File: src/rtl/pipe_result_collector.sv
// pipe_result_collector: captures adder-chain results into a show-ahead FIFO drained by valid/ready.
// Captures arriving while full are dropped, flagged sticky and counted with saturation.
module pipe_result_collector #(
   parameter int SIZE  = 4,
   parameter int DEPTH = 4,
   parameter int CNT_W = 8
) (
   input  logic                       clk,
   input  logic                       reset,
   input  logic                       in_load,
   input  logic [SIZE-1:0]            in_sum,
   input  logic                       in_carry,
   input  logic [SIZE-1:0]            in_op_a,
   input  logic [SIZE-1:0]            in_op_b,
   input  logic                       in_carry_in,
   output logic                       out_valid,
   input  logic                       out_ready,
   output logic [SIZE:0]              out_result,
   output logic [SIZE-1:0]            out_op_a,
   output logic [SIZE-1:0]            out_op_b,
   output logic                       out_mismatch,
   output logic [$clog2(DEPTH):0]     count,
   output logic                       overflow,
   output logic [CNT_W-1:0]           drop_cnt
);
   localparam int AW = $clog2(DEPTH);
   localparam int CW = AW + 1;
   localparam int EW = 3 * SIZE + 2;

   logic [EW-1:0]    mem_q [DEPTH];
   logic [AW-1:0]    wr_q, wr_d, rd_q, rd_d;
   logic [CW-1:0]    count_q, count_d;
   logic             overflow_q, overflow_d;
   logic [CNT_W-1:0] drop_cnt_q, drop_cnt_d;
   logic             pop, push, drop, full;
   logic [SIZE:0]    exp_sum;
   logic [EW-1:0]    head;

   always_comb begin
      pop        = (count_q != '0) & out_ready;
      full       = count_q == CW'(DEPTH);
      push       = in_load & (~full | pop);
      drop       = in_load & ~push;
      exp_sum    = (SIZE+1)'(in_op_a) + (SIZE+1)'(in_op_b) + (SIZE+1)'(in_carry_in);
      wr_d       = wr_q + AW'(push);
      rd_d       = rd_q + AW'(pop);
      count_d    = count_q + CW'(push) - CW'(pop);
      overflow_d = overflow_q | drop;
      drop_cnt_d = drop_cnt_q + CNT_W'(drop & ~&drop_cnt_q);
   end

   always_ff @(posedge clk) begin
      if (reset) begin
         wr_q       <= '0;
         rd_q       <= '0;
         count_q    <= '0;
         overflow_q <= 1'b0;
         drop_cnt_q <= '0;
      end else begin
         wr_q       <= wr_d;
         rd_q       <= rd_d;
         count_q    <= count_d;
         overflow_q <= overflow_d;
         drop_cnt_q <= drop_cnt_d;
      end
   end

   // Data RAM is never cleared; validity is tracked by count alone.
   always_ff @(posedge clk) begin
      if (push && !reset)
         mem_q[wr_q] <= {in_carry, in_sum, in_op_a, in_op_b, {in_carry, in_sum} != exp_sum};
   end

   assign head         = mem_q[rd_q];
   assign out_valid    = count_q != '0;
   assign out_result   = head[EW-1 -: SIZE+1];
   assign out_op_a     = head[2*SIZE -: SIZE];
   assign out_op_b     = head[SIZE -: SIZE];
   assign out_mismatch = head[0];
   assign count        = count_q;
   assign overflow     = overflow_q;
   assign drop_cnt     = drop_cnt_q;
endmodule

File: config.mk
export PLATFORM = sky130hd
export DESIGN_NAME = pipe_result_collector
export DESIGN_NICKNAME = d
export VERILOG_FILES = /design/src/rtl/pipe_result_collector.sv
export SDC_FILE = /design/constraint.sdc
export NUM_CORES = 1
export LEC_CHECK = 0
export BUFFER_PORTS_ARGS = -buffer_cell sky130_fd_sc_hd__buf_4
export CAP_MARGIN = 40
export CORE_MARGIN = 2
export CORE_UTILIZATION = 55
export DETAILED_ROUTE_END_ITERATION = 8
export GPL_ROUTABILITY_DRIVEN = 0
export PLACE_DENSITY = 0.78
export SYNTH_ARGS = -nofsm -noshare
export SYNTH_HDL_FRONTEND = slang
export SYNTH_SLANG_ARGS = --single-unit
File: constraint.sdc
create_clock -name clk -period 3.4 [get_ports clk]
set_input_delay 0.17 -clock clk [delete_from_list [all_inputs] [get_ports clk]]
set_output_delay 0.17 -clock clk [all_outputs]
set_load 0.03 [all_outputs]
==> insert_results.sql <==
INSERT INTO impl_metrics (metric_group, metric, value, unit) VALUES
('power', 'clock_power_share', '0.253', ''),
('cells_and_area', 'layout.nets', '250', ''),
('clock_tree', 'cts.repair_timing.setup_buffer_count', '0', ''),
('floorplan', 'die_width', '76.9', 'µm'),
('floorplan', 'dieHeight', '76.9', 'µm'),
('synthesis', 'synthesis.area', '0.00292', 'mm²'),
('synthesis', 'ys_seq_area_frac', '0.685', ''),
('worst_setup_path', 'cp_data_required_time', '3.63', 'ns'),
('global_routing', 'grt_first_pass_wirelength', '8800', 'µm'),
('power', 'cell_int_power', '1710', 'µW'),
('route', 'post_drt_via_cell_ratio', '5.40', ''),
('power', 'power.sequential.fraction', '0.438', ''),
('outcome', 'outcome', 'complete, no violations', ''),
('power', 'power_frac_comb', '0.310', ''),
('cells_and_area', 'synthToLayoutAreaGrowth', '22.6', '%'),
('global_routing', 'number_of_global_route_vias_before_repair', '1712', ''),
('clock_tree', 'ctsHoldBuffers', '0', ''),
('floorplan', 'num_io_pins', '45', ''),
('power', 'worst_ir_drop_vdd', '0.000517', 'V'),
('synthesis', 'synth_cell_types', '30', ''),
('sta', 'worst_hold_slack_across_all_endpoints', '0.0400', 'ns'),
('floorplan', 'fp.coreArea', '0.00511', 'mm²'),
('cells_and_area', 'drive_gt1_frac', '0.366', ''),
('clock_tree', 'tritoncts.num_buffers', '9', ''),
('power', 'power_leakage', '0.00130', 'µW'),
('route', 'route.final.wire_length', '5310', 'µm'),
('global_routing', 'grt.overflow.total', '0', ''),
('sta', 'final-setup-viol-count', '0', ''),
('route', 'drt_drc_violations_left', '0', ''),
('worst_setup_path', 'timing.critical_path.to_type', 'flop', ''),
('worst_setup_path', 'cp_cell_sequence', 'or4b_4 -> nand2_4 -> o21ai_0 -> ha_1 -> fa_1 -> xnor2_1 -> xnor2_1 -> nor2_1', ''),
('floorplan', 'design.die.area', '0.00591', 'mm²'),
('floorplan', 'initial_utilization', '0.572', ''),
('power', 'sw_frac_of_total', '0.311', ''),
('worst_setup_path', 'cp_common_cell', 'xnor2_1', ''),
('global_routing', 'gr-usage-all-layers', '0.202', ''),
('global_routing', 'antenna_found_initial', '0', ''),
('placed_design', 'placement.io_buffers', '44', ''),
('clock_tree', 'cts_num_sinks', '72', ''),
('worst_hold_path', 'timing.hold.worst.class', 'input pin to flop', ''),
('cells_and_area', 'multiInputGateArea', '913', 'µm²'),
('flow_run', 'drv_cap', '0', ''),
('clock_tree', 'max_buffers_root_to_sink', '2', ''),
('synthesis', 'synth.yosys.warnings', '0', ''),
('clock_tree', 'postCtsResizedCells', '0', ''),
('worst_setup_path', 'crit_fanout', '6', ''),
('sta', 'timing.final.max_slew_violations', '0', ''),
('clock_tree', 'ctsRootBufferMaster', 'clkbuf_8', ''),
('synthesis', 'synthCells', '167', ''),
('route', 'avgRoutedWirePerCell', '17.9', 'µm'),
('synthesis', 'net_count_of_the_mapped_netlist', '195', ''),
('clock_tree', 'clock_tree_from_tritoncts', 'done', ''),
('sta', 'setup-tns-final', '0', 'ns'),
('sta', 'period_minus_slack', '2.26', 'ns'),
('clock_tree', 'worst_skew_pair.late_latency', '0.34', 'ns'),
('synthesis', 'post-synth-top-area-fraction', '0.575', ''),
('global_routing', 'largest_net_degree_at_the_start_of_global_routing', '21', ''),
('sta', 'slew_headroom', '0.502', ''),
('synthesis', 'postSynthAreaPerCell', '17.5', 'µm²'),
('worst_setup_path', 'crit_path_max_incr_delay', '0.56', 'ns'),
('route', 'routed_antenna_nets', '0', ''),
('sta', 'max_freq', '442', 'MHz'),
('synthesis', 'synth_largest_area_cell', 'edfxtp_1', ''),
('route', 'drt-initial-drc-count', '90', ''),
('synthesis', 'ys_top_cells_by_area', 'edfxtp_1 58%, dfxtp_1 11%, mux4_2 11%', ''),
('cells_and_area', 'fillerInstances', '329', ''),
('worst_setup_path', 'worst_ep_arrival_time', '2.49', 'ns'),
('worst_setup_path', 'worstSetupPathType', 'flop to flop', ''),
('placed_design', 'detailedPlacementHpwl', '3620', 'µm'),
('power', 'total_switching_power', '774', 'µW'),
('clock_tree', 'worst_setup_hold_path_clk_slew', '0.07', 'ns');
==> logic make-up (layout without fill, tap and decap cells) <==
| kind of cell | Yosys count | after routing | share of synthesized area |
|---|---|---|---|
| simple gates | 38 | 38 | 0.0745 |
| flops | 72 | 72 | 0.685 |
| mux | 14 | 14 | 0.108 |
| compound gates | 7 | 7 | 0.0141 |
| xor+xnor | 19 | 19 | 0.0569 |
| fa+ha+maj | 10 | 10 | 0.0505 |
| buf+inv | 7 | 67 | 0.0111 |
==> flip-flops by register name, indices dropped and copies added, names as in the netlist <==
signal,flops
mem_q,56
drop_cnt,8
overflow,1
wr_q,2
rd_q,2
count,3
==> critical path: cells and delay by family (launching register included) <==
kind,cells,cell delay (ns)
AOI/OAI and AO/OA,1,0.09
xor gates and xnor gates,2,0.35
adders and majority gates,2,0.59
DFF,1,0.37
and+or+nand+nor,3,0.74
==> cells in the final DEF (no fill, tap or decap) <==
cell,count
bufinv_16,1
mux4_2,14
and4_1,1
nor3_1,1
nor2_1,12
a31oi_1,1
nand2_1,4
edfxtp_1,56
or2_2,1
a21o_1,2
clkinv_1,3
buf_16,1
nor4b_1,1
o21ai_0,1
nand4_1,2
nor4b_2,2
xnor2_1,8
ha_1,7
nor2b_1,4
xor2_1,11
nand2_4,1
nor4_2,1
dfxtp_1,16
fa_1,3
nand3_1,4
inv_1,2
or4b_4,1
and3_1,1
clkinvlp_4,1
clkinv_2,1
clkbuf_8,9
or3_1,1
nor4bb_2,1
clkinv_4,1
buf_4,48
a21oi_1,3
==> path summary, 6_finish.rpt <==
check / endpoint / start / slack [ns] / cells past startpoint
max: count[2] / count[1] / 1.14 / 8
max reg2reg: count[2] / count[1] / 1.14 / 8
min reg2reg: overflow / overflow / 0.51 / 2
min: mem_q[0][8] / in_op_a[3] / 0.04 / 1
==> power groups by stage <==
stage	Clock, µW	Sequential [µW]	Combinational (µW)
after global routing	681	1100	823
after detailed placement	0	1110	774
final	628	1090	770
after floorplan	0	1100	499
after CTS	642	1090	778
after global placement	0	1130	690
==> synth_stat cells, drive strengths merged <==
master / instances
nor4: 1
xor2: 11
or2: 1
or3: 1
a21oi: 3
clkbuf: 2
edfxtp: 56
nand4: 2
ha: 7
and4: 1
o21ai: 1
and3: 1
fa: 3
xnor2: 8
nor4b: 3
nor3: 1
inv: 2
nor2: 12
mux4: 14
nor4bb: 1
nand3: 4
a21o: 2
or4b: 1
a31oi: 1
dfxtp: 16
buf: 3
nor2b: 4
nand2: 5
==> stage by stage <==
step,utilization,instances,setup WS (ns),cell area [µm²]
global placement,0.660,280,1.25,3370
global route,0.702,297,0.978,3580
finish,0.702,297,1.14,3580
CTS,0.702,297,1.12,3580
detailed placement,0.665,281,1.13,3400
floorplan,-,167,0.575,2920
==> cell type report <==
class | count | area share
well taps | 70 | 0.0244
clock buffers | 9 | 0.0346
flip-flops and latches | 72 | 0.558
repair buffers | 49 | 0.108
clock inverters | 7 | 0.0175
multi-input cells | 88 | 0.255
inverters | 2 | 0.00209
==> routing by layer <==
metal  wire length [µm]  vias up  part of all wire  global-route usage
met3                243        7             0.046              0.0553
met2               2780       41              0.52               0.335
met1               2210      801              0.42               0.248
met5                  0        -                 0                   0
met4                 72        0             0.014              0.0927
li1                   -      754                 -                   -
No activity file was read; power rests on OpenSTA's default activity.
